### src/rtl/alu_seq_pkg.sv
// Shared types and defaults for the registered sequential ALU.
package alu_seq_pkg;

    localparam int ALU_W_DEF     = 8;
    localparam int ALU_IMM_W_DEF = 5;

    // Opcode set of the accumulator ALU; 4'd15 is left unused.
    typedef enum logic [3:0] {
        kMOVE  = 4'd0,
        kADDI  = 4'd1,
        kADDR  = 4'd2,
        kSUBR  = 4'd3,
        kSNE   = 4'd4,
        kSEQ   = 4'd5,
        kSLT   = 4'd6,
        kLOAD  = 4'd7,
        kSTORE = 4'd8,
        kOR    = 4'd9,
        kBEO   = 4'd10,
        kBEZ   = 4'd11,
        kSL    = 4'd12,
        kSLR   = 4'd13,
        kMUL   = 4'd14
    } op_mne;

    // State names carry a prefix so they never collide with the DONE port.
    typedef enum logic [1:0] {
        ST_IDLE = 2'd0,
        ST_ITER = 2'd1,
        ST_DONE = 2'd2
    } alu_state_t;

    // What the iterative unit does on each step.
    typedef enum logic [1:0] {
        IT_SHL = 2'd0,
        IT_SHR = 2'd1,
        IT_MUL = 2'd2
    } iter_mode_t;

    // Ops that go through the iterative unit instead of completing at once.
    function automatic logic is_iter_op(input op_mne op);
        return (op == kSL) || (op == kSLR) || (op == kMUL);
    endfunction

endpackage

### src/rtl/alu_seq_iter.sv
// Iterative unit: one-bit-per-step shifts and shift-add multiply.
// result_o/carry_o show the value the current step produces, so the owner
// can capture them on the same edge that finished_o marks as the last step.
module alu_seq_iter
    import alu_seq_pkg::*;
#(
    parameter int W     = ALU_W_DEF,
    parameter int IMM_W = ALU_IMM_W_DEF
) (
    input  logic             clk,
    input  logic             rst,
    input  logic             load_i,
    input  logic             step_i,
    input  op_mne            op_i,
    input  logic             flag_i,
    input  logic [W-1:0]     a_i,
    input  logic [W-1:0]     b_i,
    input  logic [IMM_W-1:0] imm_i,
    output logic             finished_o,
    output logic [W-1:0]     result_o,
    output logic             carry_o
);

    localparam int N_W   = (W > IMM_W) ? W : IMM_W;
    localparam int CNT_W = $clog2(W + 2);
    localparam logic [N_W:0]     MAX_N   = (N_W + 1)'(W + 1);
    localparam logic [CNT_W-1:0] MAX_CNT = CNT_W'(W + 1);
    localparam logic [CNT_W-1:0] MUL_CNT = CNT_W'(W);

    logic [2*W-1:0]   data_q, data_d;
    logic [W-1:0]     mcand_q;
    logic [CNT_W-1:0] cnt_q, iters;
    logic             noshift_q;
    iter_mode_t       mode_q, mode_ld;
    logic [N_W-1:0]   amount;
    logic [W:0]       sum;
    logic             carry_d;

    // Shift amount and iteration count decided at load time.
    always_comb begin
        amount  = (op_i == kSL) ? N_W'(imm_i) : N_W'(b_i);
        mode_ld = (op_i == kMUL) ? IT_MUL : (flag_i ? IT_SHR : IT_SHL);
        if (amount == '0) begin
            iters = CNT_W'(1);
        end else if ({1'b0, amount} > MAX_N) begin
            iters = MAX_CNT;
        end else begin
            iters = CNT_W'(amount);
        end
    end

    // Value and carry produced by one step from the current registers.
    always_comb begin
        data_d  = data_q;
        carry_d = 1'b0;
        sum     = '0;
        case (mode_q)
            IT_SHL: begin
                if (!noshift_q) begin
                    data_d[W-1:0] = {data_q[W-2:0], 1'b0};
                    carry_d       = data_q[W-1];
                end
            end
            IT_SHR: begin
                if (!noshift_q) begin
                    data_d[W-1:0] = {1'b0, data_q[W-1:1]};
                end
            end
            IT_MUL: begin
                sum     = {1'b0, data_q[2*W-1:W]} + (data_q[0] ? {1'b0, mcand_q} : '0);
                data_d  = {sum, data_q[W-1:1]};
                carry_d = |data_d[2*W-1:W];
            end
            default: begin
                data_d = data_q;
            end
        endcase
    end

    assign result_o   = data_d[W-1:0];
    assign carry_o    = carry_d;
    assign finished_o = (cnt_q == CNT_W'(1));

    // Operand capture on load, one step per cycle afterwards.
    always_ff @(posedge clk or posedge rst) begin
        if (rst) begin
            data_q    <= '0;
            mcand_q   <= '0;
            cnt_q     <= '0;
            noshift_q <= 1'b0;
            mode_q    <= IT_SHL;
        end else if (load_i) begin
            mode_q    <= mode_ld;
            mcand_q   <= a_i;
            data_q    <= (op_i == kMUL) ? {{W{1'b0}}, b_i} : {{W{1'b0}}, a_i};
            cnt_q     <= (op_i == kMUL) ? MUL_CNT : iters;
            noshift_q <= (op_i != kMUL) && (amount == '0);
        end else if (step_i && (cnt_q != '0)) begin
            data_q <= data_d;
            cnt_q  <= cnt_q - CNT_W'(1);
        end
    end

endmodule

### src/rtl/alu_seq.sv
// Registered accumulator ALU with start/done handshake.
// Handshake: an op is taken on a rising edge where START=1 and the FSM is
// idle (BUSY=0 and not in the DONE cycle); START at any other time is dropped,
// nothing is queued. DONE pulses for exactly one cycle when OUT and the flags
// have just been updated. BUSY is high only while the iterative unit runs.
module alu_seq
    import alu_seq_pkg::*;
#(
    parameter int W     = ALU_W_DEF,
    parameter int IMM_W = ALU_IMM_W_DEF
) (
    input  logic             CLK,
    input  logic             RESET,
    input  logic             START,
    input  op_mne            OP,
    input  logic             FLAG,
    input  logic [W-1:0]     INA,
    input  logic [W-1:0]     INB,
    input  logic [IMM_W-1:0] Imme,
    output logic [W-1:0]     OUT,
    output logic             CARRY_OUT,
    output logic             ISZERO,
    output logic             BUSY,
    output logic             DONE
);

    alu_state_t   state_q;
    logic [W-1:0] out_q, out_d;
    logic         carry_q, carry_d;
    logic         iszero_q, iszero_d;
    logic         busy_q, done_q;

    logic [W-1:0] imm_ext;
    logic [W:0]   add_imm, add_reg, sub_reg;
    logic         accept, iter_load, iter_step, iter_finished, iter_carry;
    logic [W-1:0] iter_result;

    assign accept    = START && (state_q == ST_IDLE);
    assign iter_load = accept && is_iter_op(OP);
    assign iter_step = (state_q == ST_ITER);

    assign imm_ext = W'(Imme);
    assign add_imm = {1'b0, INA} + {1'b0, imm_ext};
    assign add_reg = {1'b0, INA} + {1'b0, INB};
    assign sub_reg = {1'b0, INA} - {1'b0, INB};

    // Single-cycle results; unlisted ops hold OUT/CARRY_OUT and clear ISZERO.
    always_comb begin
        out_d    = out_q;
        carry_d  = carry_q;
        iszero_d = 1'b0;
        case (OP)
            kMOVE:  out_d = imm_ext;
            kADDI:  {carry_d, out_d} = add_imm;
            kADDR:  {carry_d, out_d} = add_reg;
            kSUBR:  {carry_d, out_d} = sub_reg;
            kSNE:   out_d = W'(INA != INB);
            kSEQ:   out_d = W'(INA == INB);
            kSLT:   out_d = W'(INA < INB);
            kLOAD:  out_d = INB;
            kSTORE: out_d = INA;
            kOR:    out_d = INA | INB;
            kBEO:   iszero_d = (INA == W'(1));
            kBEZ:   iszero_d = (INA == '0);
            default: out_d = out_q;
        endcase
    end

    alu_seq_iter #(
        .W     (W),
        .IMM_W (IMM_W)
    ) u_iter (
        .clk        (CLK),
        .rst        (RESET),
        .load_i     (iter_load),
        .step_i     (iter_step),
        .op_i       (OP),
        .flag_i     (FLAG),
        .a_i        (INA),
        .b_i        (INB),
        .imm_i      (Imme),
        .finished_o (iter_finished),
        .result_o   (iter_result),
        .carry_o    (iter_carry)
    );

    // Control FSM with registered outputs; results land on the edge entering DONE.
    always_ff @(posedge CLK or posedge RESET) begin
        if (RESET) begin
            state_q  <= ST_IDLE;
            out_q    <= '0;
            carry_q  <= 1'b0;
            iszero_q <= 1'b0;
            busy_q   <= 1'b0;
            done_q   <= 1'b0;
        end else begin
            done_q <= 1'b0;
            case (state_q)
                ST_IDLE: begin
                    if (START) begin
                        if (is_iter_op(OP)) begin
                            state_q <= ST_ITER;
                            busy_q  <= 1'b1;
                        end else begin
                            state_q  <= ST_DONE;
                            done_q   <= 1'b1;
                            out_q    <= out_d;
                            carry_q  <= carry_d;
                            iszero_q <= iszero_d;
                        end
                    end
                end
                ST_ITER: begin
                    if (iter_finished) begin
                        state_q  <= ST_DONE;
                        busy_q   <= 1'b0;
                        done_q   <= 1'b1;
                        out_q    <= iter_result;
                        carry_q  <= iter_carry;
                        iszero_q <= 1'b0;
                    end
                end
                ST_DONE: begin
                    state_q <= ST_IDLE;
                end
                default: begin
                    state_q <= ST_IDLE;
                    busy_q  <= 1'b0;
                end
            endcase
        end
    end

    assign OUT       = out_q;
    assign CARRY_OUT = carry_q;
    assign ISZERO    = iszero_q;
    assign BUSY      = busy_q;
    assign DONE      = done_q;

endmodule
### config.mk
export PLATFORM = sky130hd
export DESIGN_NAME = alu_seq
export DESIGN_NICKNAME = d
export VERILOG_FILES = /design/src/rtl/alu_seq_pkg.sv /design/src/rtl/alu_seq_iter.sv /design/src/rtl/alu_seq.sv
export SDC_FILE = /design/constraint.sdc
export NUM_CORES = 1
export LEC_CHECK = 0
export CORE_UTILIZATION = 55
export CTS_BUF_LIST = sky130_fd_sc_hd__clkbuf_4 sky130_fd_sc_hd__clkbuf_8
export CTS_CLUSTER_DIAMETER = 30
export CTS_CLUSTER_SIZE = 40
export DETAILED_ROUTE_END_ITERATION = 10
export PLACE_DENSITY = 0.88
export SYNTH_ARGS = -nofsm -noshare
export SYNTH_HDL_FRONTEND = slang
export SYNTH_SLANG_ARGS = --single-unit
### constraint.sdc
create_clock -name CLK -period 4.25 [get_ports CLK]
set_input_delay 0.85 -clock CLK [delete_from_list [all_inputs] [get_ports CLK]]
set_output_delay 0.85 -clock CLK [all_outputs]
set_load 0.05 [all_outputs]
==> results of run 1 <==
[flip-flops by register name, indices dropped and copies added (netlist names)]
register / flops
OUT: 8
u_iter.mcand_q: 8
BUSY: 1
u_iter.data_q: 16
CARRY_OUT: 1
DONE: 1
u_iter.cnt_q: 4
ISZERO: 1
u_iter.noshift_q: 1
u_iter.mode_q: 2
state_q: 2
[cells by family (layout without fill, tap and decap cells)]
group,Yosys count,after routing
compound gates,208,208
xor+xnor,13,13
fa+ha+maj,43,43
buf+inv,71,100
flops,45,45
mux,10,10
simple gates,191,191
[stage by stage]
| stage | total power, mW | instances | instance area [um2] |
|---|---|---|---|
| finish | 2.62 | 715 | 5240 |
| global route | 2.82 | 715 | 5240 |
| CTS | 2.60 | 715 | 5240 |
| detailed placement | 2.28 | 708 | 5130 |
| global placement | 2.22 | 708 | 5130 |
| floorplan | 1.85 | 581 | 4650 |
[final cells by class]
| type | count | share of cell area [%] |
|---|---|---|
| sequential | 45 | 21.5 |
| tap | 105 | 2.51 |
| clock buffer | 5 | 1.31 |
| inverter | 37 | 2.65 |
| clock inverter | 2 | 0.669 |
| multi-input combinational | 465 | 61.4 |
| timing repair buffer | 56 | 9.94 |
[power by group through the flow]
| stage | Sequential, mW | Combinational, mW | Clock [mW] |
|---|---|---|---|
| after global placement | 0.790 | 1.43 | 0 |
| after CTS | 0.794 | 1.49 | 0.323 |
| after global routing | 0.823 | 1.65 | 0.342 |
| after floorplan | 0.885 | 0.963 | 0 |
| after detailed placement | 0.800 | 1.48 | 0 |
| final | 0.799 | 1.50 | 0.317 |
[tightest hold or removal path, cell delays in order, from the launching register on]
cell	delay [ns]
dfrtp_1	0.35
nand2_1	0.05
o21ai_0	0.06
[routing by layer]
metal | track usage (%) | vias up | wire, um
met1 | 45.9 | 2242 | 5830
met2 | 51.8 | 287 | 6340
li1 | - | 2196 | -
met4 | 14.0 | 0 | 605
met3 | 4.85 | 43 | 1340
met5 | 0 | - | 0
[worst max path at each step]
stage	startpoint	to	slack, ns	cells after the start
after CTS	INA[0]	OUT[4]	0.83	11
after global placement	INA[5]	OUT[0]	0.54	8
final	INA[0]	OUT[4]	0.75	11
after detailed placement	INA[0]	OUT[4]	0.52	11
after floorplan	INA[0]	OUT[6]	1.44	10
after global routing	INA[0]	OUT[4]	0.52	11
[cell usage in the layout (no fill, tap or decap), drive strengths merged, types with 10 or more instances in the layout]
master	netlist	final
nor3	14	14
clkdlybuf4s50	0	40
buf	18	16
a21oi	41	41
xnor2	11	11
nor2	46	46
o21ai	68	68
ha	39	39
nand3	13	13
and2	10	10
a211oi	20	20
dfrtp	45	45
inv	37	36
nand2	45	45
==> results.yml, run 1 <==
grt:
  grt_overflow: 0
  antenna_found_initial: 0
  grt_pass1_wl_mm: 22.7
  grt_max_degree: 46
  grt_pass1_vias: 4395
  gr-usage-all-layers_pct: 33.3
power:
  power.density_nw_per_um2: 500
  internal_power_mw: 1.39
  peakVddDrop_mv: 0.182
  netSwitchingFraction_pct: 47.1
  leakage_nw: 2.22
  seqPwrFrac_pct: 30.5
  p_switching_mw: 1.23
  combinationalPowerShare_pct: 57.4
  p_clk_share_pct: 12.1
synth:
  synth_area_leaders: "dfrtp_1 (24%), ha_1 (11%), o21ai_0 (6.1%)"
  synth_area_leader_cell: "dfrtp_1"
  yosysMostFrequentCell: "o21ai_0"
  syn_area_um2: 4650
  async_flop_share_pct: 100
  yosys_warnings: 0
  synth_mux_area_share_pct: 2.23
  ys_top_cells_by_count: "o21ai_0 (57), dfrtp_1 (45), nand2_1 (45), nor2_1 (45), ha_1 (39)"
  synth-xor-area-share_pct: 2.45
  ys_ff_latch: 45
  synth_top_area_share_pct: 24.2
  synth_simple_gate_area_share_pct: 22.4
  avgSynthCellArea_um2: 8.00
  synthFlopType: "dfrtp_1"
  synthesis.nets: 653
  ys_types: 79
  ys_seq_area_share_pct: 24.2
  synth_edf_count: 0
  synthAdderAreaFrac_pct: 12.2
  netlist_instances: 581
  synth_compound_area_share_pct: 29.9
  synth_top_family_by_area: "compound AO/OA/AOI/OAI gates"
critical_path:
  critPathKind: "primary input to flip-flop"
  worst_setup_path_end_kind: "flip-flop"
  cp_num_buf_inv: 3
  slowest_delay_ns: 0.50
  critPathMostFrequentCell: "inv_1"
  arrival_ns: 3.68
  start_kind: "primary input"
  crit_family: "buffers and inverters"
  timing.rr.end: "CARRY_OUT"
  ff2ff_setup_slack_ns: 1.29
  crit_chain: "clkdlybuf4s50_1 > inv_1 > ha_1 > inv_1 > fa_1 > nor3b_2 > nor3_1 > o221ai_1 > a221oi_1 > o21ai_1 > mux2_2"
  crit_fanout: 5
  crit_slowest_cell: "clkdlybuf4s50_1"
  worstPathRequired_ns: 4.44
  reg2reg_depth: 9
  timing.rr.start: "u_iter.data_q[0]"
cells_and_area:
  fin_nets: 682
  seqCellArea_um2: 1130
  area_growth_pct: 12.7
  n_antenna_cell: 0
  final_util_pct: 63.7
  fillerInstances: 715
  drive_above_1_share_pct: 7.05
  multi_input_area_um2: 3220
cts:
  cts_resized: 0
  cts.clk_slew.worst_paths_ns: 0.08
  post-cts-setup-buffer-count: 0
  clock_sinks: 45
  cts-root-buf: "clkbuf_8"
  insertion_delay_ns: 0.30
  htreeDepth: 2
  cts_tree: "yes"
  cts_buffer_depth: 2
  ctsHoldBuffers: 0
  numCtsBuffers: 5
timing:
  hold_viol: 0
  worst_slew_pin_slew_ns: 0.747
  clock.fmax_mhz: 286
  fin_crit_sh_pct: 82.3
  period_minus_slack_ns: 3.50
  rsz0062_at_grt: "false"
  setup_viol: 0
  finalClockSkew_ns: 0.00676
  slew_viol_final: 0
  fin_setup_tns_ns: 0
  relSlewSlack_pct: 49.5
  fin_ws_ns: 0.751
  holdWs_ns: 0.485
drt:
  ant_nets: 0
  drcViolationCount: 0
  drtPass1Iterations: 5
  dr_total_vias: 4768
  routed_wl_mm: 14.1
  wl_per_cell_um: 19.7
  drt_iter0_drc: 444
  detail_route.vias_per_cell: 6.67
floorplan:
  start_util_pct: 56.6
  core_area_um2: 8220
  num_rows: 33
  die_area_um2: 8820
  die_w_um: 93.9
  boundaryPins: 41
  die_h_um: 93.9
outcome:
  run_status: "finished clean"
hold_path:
  min_from: "u_iter.mcand_q[5]"
  min-delay-path-class: "flip-flop to flip-flop"
  hold_end: "u_iter.mcand_q[5]"
  worstHoldPathCells: 2
job:
  maxCapViolations: 0
placement:
  gp_congestion: 1.02
  pre_cts_slack_ns: 0.518
  io_buffers: 40
  hpwlAfterDp_mm: 10.6
Power figures use the tool's default switching activity.
==> inputs of run 2 (changes only) <==
PLACE_DENSITY = 0.91   (was 0.88)
clock period = 3 ns   (was 4.25 ns; I/O delays follow)
==> results.yml, run 2 (synthesis results as in run 1) <==
cts:
  cts-root-buf: "clkbuf_8"
  insertion_delay_ns: 0.31
  cts_tree: "yes"
  htreeDepth: 2
  ctsHoldBuffers: 0
  cts.clk_slew.worst_paths_ns: 0.09
  clock_sinks: 45
  numCtsBuffers: 5
  cts_buffer_depth: 2
cells_and_area:
  drive_above_1_share_pct: 16.8
  finalNonFillerCells: 776
  largest_reg_flops: 16
  final_common_cell: "buf_4"
  fin_area_um2: 5810
  final_cell_mix: "buf_4 (73), o21ai_0 (57), dfrtp_1 (45), nor2_1 (45), nand2_1 (45)"
  final_util_pct: 70.7
  fin_nets: 742
  area_growth_pct: 25.0
  fillerInstances: 575
  n_antenna_cell: 0
  regMostFlops: "u_iter.data_q"
timing:
  slew_viol_final: 0
  finalClockSkew_ns: 0.00868
  fin_ws_ns: 0.0810
  fin_setup_tns_ns: 0
  fin_crit_sh_pct: 97.3
  worst_slew_pin_slew_ns: 0.780
  holdWs_ns: 0.480
  hold_viol: 0
  relSlewSlack_pct: 47.9
  clock.fmax_mhz: 343
  rsz0062_at_grt: "false"
  period_minus_slack_ns: 2.92
  setup_viol: 0
drt:
  detail_route.vias_per_cell: 6.80
  routed_wl_mm: 15.8
  dr_total_vias: 5276
  wl_per_cell_um: 20.4
  drcViolationCount: 0
  ant_nets: 0
  drtPass1Iterations: 8
  drt_iter0_drc: 776
power:
  power.density_nw_per_um2: 694
  fin_total_pwr_mw: 4.03
  leakage_nw: 2.55
  peakVddDrop_mv: 0.316
placement:
  gp_congestion: 1.09
  hpwlAfterDp_mm: 11.2
  pre_cts_slack_ns: -0.312
  io_buffers: 40
  placed_area_um2: 5610
  place_inst: 767
floorplan:
  die_area_um2: 8820
  start_util_pct: 56.6
  boundaryPins: 41
  die_w_um: 93.9
  die_h_um: 93.9
  num_rows: 33
  core_area_um2: 8220
grt:
  grt_use_met3_pct: 8.01
  top_usage_layer: "met2"
  grt_pass1_wl_mm: 24.8
  met1_usage_pct: 44.6
  grt_overflow: 0
  grt_pass1_vias: 5039
  gr-usage-all-layers_pct: 35.9
  grt_max_degree: 39
  antenna_found_initial: 0
  grt_util_met2_pct: 58.2
critical_path:
  arrival_ns: 3.11
  crit_fanout: 4
  start_kind: "primary input"
  worst_setup_path_end_kind: "flip-flop"
  critPathKind: "primary input to flip-flop"
  worstPathRequired_ns: 3.19
job:
  maxCapViolations: 0
outcome:
  run_status: "finished clean"
hold_path:
  min-delay-path-class: "flip-flop to flip-flop"
-- run 2: cell types whose count changed in the layout (fill, tap and decap cells not counted), sizes merged --
cell,change
buf,+60
bufinv,+1
-- run 2: worst max-delay path, stage by stage --
cell             delay [ns]
clkdlybuf4s50_1        0.48
ha_1                   0.25
fa_1                   0.40
a21o_1                 0.18
a21o_1                 0.21
a221o_1                0.32
a221oi_2               0.27
o21ai_1                0.11
mux2_2                 0.29
-- run 2: area by class of cell --
type | count | area [um2] | share of cell area, %
clock buffer | 5 | 68.8 | 1.18
tap | 105 | 131 | 2.26
timing repair buffer | 116 | 1010 | 17.4
clock inverter | 3 | 65.1 | 1.12
sequential | 45 | 1130 | 19.4
multi-input combinational | 465 | 3270 | 56.3
inverter | 37 | 139 | 2.39
-- run 2: layer usage --
layer / vias up / wire length, um
li1: 2311 / -
met1: 2401 / 5710
met2: 445 / 7150
met3: 119 / 2020
met4: 0 / 964
met5: - / 0
-- run 2: final timing paths --
check | start | end | slack (ns) | depth (start not counted)
worst max-delay path | INB[0] | OUT[4] | 0.08 | 9
worst min-delay path | u_iter.mcand_q[5] | u_iter.mcand_q[5] | 0.48 | 2
worst max register to register | u_iter.data_q[0] | CARRY_OUT | 0.17 | 9
worst min register to register | u_iter.mcand_q[5] | u_iter.mcand_q[5] | 0.48 | 2
max in group asynchronous | RESET | u_iter.cnt_q[1] | 1.65 | 3
min in group asynchronous | RESET | u_iter.data_q[8] | 0.61 | 2
-- run 2: timing repair --
action / in CTS / in global routing
setup endpoints to repair: 1 / 5
pin swaps: 0 / 4
buffers inserted: 0 / 1
resized for setup: 1 / 9
hold endpoints to repair: 0 / 0
-- run 2: report_power, final --
group / internal [mW] / switching (mW) / total, mW
Clock: 0.331 / 0.226 / 0.557
Sequential: 0.869 / 0.284 / 1.15
Combinational: 0.937 / 1.38 / 2.32
==> inputs of run 3 (changes only) <==
DONT_BUFFER_PORTS = 1   (was not set)
PLACE_DENSITY = 0.84   (was 0.91)
==> results.yml, run 3 (synthesis results as in run 1) <==
outcome:
  run_status: "complete, but fails checks"
  violations: "DRC"
cells_and_area:
  largest_reg_flops: 16
  area_growth_pct: 3.26
  fin_nets: 633
  drive_above_1_share_pct: 6.41
  n_antenna_cell: 0
  fin_area_um2: 4800
  finalNonFillerCells: 667
  final_cell_mix: "o21ai_0 (57), dfrtp_1 (45), nor2_1 (45), nand2_1 (45), ha_1 (39)"
  final_common_cell: "o21ai_0"
  fillerInstances: 735
  regMostFlops: "u_iter.data_q"
timing:
  fin_setup_tns_ns: 0
  clock.fmax_mhz: 360
  period_minus_slack_ns: 2.77
  relSlewSlack_pct: 39.0
  finalClockSkew_ns: 0.00550
  setup_viol: 0
  rsz0062_at_grt: "false"
  hold_viol: 0
  slew_viol_final: 0
  fin_crit_sh_pct: 92.5
  worst_slew_pin_slew_ns: 0.914
floorplan:
  die_h_um: 93.9
  core_area_um2: 8220
  die_w_um: 93.9
  start_util_pct: 56.6
  num_rows: 33
  die_area_um2: 8820
  boundaryPins: 41
cts:
  numCtsBuffers: 5
  cts_resized: 0
  clock_sinks: 45
  cts-root-buf: "clkbuf_8"
  cts_buffer_depth: 2
  cts.clk_slew.worst_paths_ns: 0.09
  htreeDepth: 2
  post-cts-setup-buffer-count: 0
  insertion_delay_ns: 0.31
  cts_tree: "yes"
  ctsHoldBuffers: 0
power:
  p_switching_mw: 1.70
  combinationalPowerShare_pct: 46.4
  fin_total_pwr_mw: 3.60
  netSwitchingFraction_pct: 47.1
  p_clk_share_pct: 15.1
  peakVddDrop_mv: 0.274
  seqPwrFrac_pct: 38.5
  internal_power_mw: 1.90
  leakage_nw: 2.04
  power.density_nw_per_um2: 750
critical_path:
  crit_slowest_cell: "dfrtp_1"
  crit_chain: "and2_1 > ha_1 > fa_1 > a211oi_2 > o21bai_1 > a21o_1 > o31ai_1 > nor4bb_1 > o31ai_1"
  arrival_ns: 2.96
  worstPathRequired_ns: 3.19
  crit_fanout: 11
  critPathMostFrequentCell: "o31ai_1"
  start_kind: "flip-flop"
  worst_setup_path_end_kind: "flip-flop"
  slowest_delay_ns: 0.48
  critPathKind: "flip-flop to flip-flop"
grt:
  grt_overflow: 0
  grt_max_degree: 46
  antenna_found_initial: 0
  grt_pass1_wl_mm: 21.3
  grt_pass1_vias: 4224
  gr-usage-all-layers_pct: 30.9
placement:
  hpwlAfterDp_mm: 9.99
  place_inst: 659
  gp_congestion: 1.03
  io_buffers: 0
  placed_area_um2: 4660
drt:
  ant_nets: 0
  dr_total_vias: 4623
  drtPass1Iterations: 8
  wl_per_cell_um: 20.0
  drt_iter0_drc: 498
  detail_route.vias_per_cell: 6.93
  drcViolationCount: 1
  routed_wl_mm: 13.4
job:
  maxCapViolations: 0
hold_path:
  min-delay-path-class: "primary input to asynchronous set/reset pin"
run 3: changes by cell type in the layout (fill, tap and decap cells not counted), sizes merged:
cell	before	now
clkdlybuf4s50	40	0
clkinv	2	1
buf	76	7
inv	36	37
run 3: area by class of cell:
class                           count  area, um2  area share, %
Sequential cell                    45       1130           23.5
Tap cell                          105        131           2.74
Clock buffer                        5       68.8           1.43
Inverter                           37        139           2.89
Multi-Input combinational cell    465       3220           67.0
Clock inverter                      3       65.1           1.36
Timing Repair Buffer                7       52.6           1.10
run 3: metal layers:
| metal | part of all wire (%) | global-route usage, % | up-vias |
|---|---|---|---|
| li1 | - | - | 2110 |
| met3 | 11 | 5.66 | 57 |
| met5 | 0 | 0 | - |
| met4 | 4.1 | 14.9 | 0 |
| met2 | 45 | 47.4 | 281 |
| met1 | 40 | 41.7 | 2175 |
run 3: worst paths after layout:
| path | from | end | slack (ns) | cells past startpoint |
|---|---|---|---|---|
| max | u_iter.data_q[0] | CARRY_OUT | 0.23 | 9 |
| min | RESET | u_iter.cnt_q[2] | 0.37 | 1 |
| max reg2reg | u_iter.data_q[0] | CARRY_OUT | 0.23 | 9 |
| min reg2reg | u_iter.mcand_q[4] | u_iter.mcand_q[4] | 0.50 | 2 |
| max in group asynchronous | RESET | OUT[2] | 2.06 | 1 |
| min in group CLK | FLAG | u_iter.mode_q[0] | 0.44 | 2 |
run 3: per-stage QoR:
stage | setup WS [ns] | hold WS (ns) | utilization [%]
detailed placement | 0.149 | 0.482 | 56.8
global route | 0.0309 | 0.457 | 58.4
global placement | 0.280 | 0.464 | 56.8
CTS | 0.268 | 0.403 | 58.4
floorplan | 0.443 | 0.442 | -
finish | 0.226 | 0.368 | 58.4
run 3: worst max-delay path: cells and delay by family (launching register included):
family                     cells  cell delay [ns]
adders and majority gates      2             0.62
AOI/OAI and AO/OA              5             0.98
and+or+nand+nor                2             0.58
DFF                            1             0.48
run 3: power by group through the flow:
stage	clock network, mW	logic (mW)	registers (mW)
global placement	0	1.56	1.37
CTS	0.547	1.64	1.38
finish	0.542	1.67	1.39
floorplan	0	1.36	1.25
global route	0.567	1.85	1.42
detailed placement	0	1.62	1.39
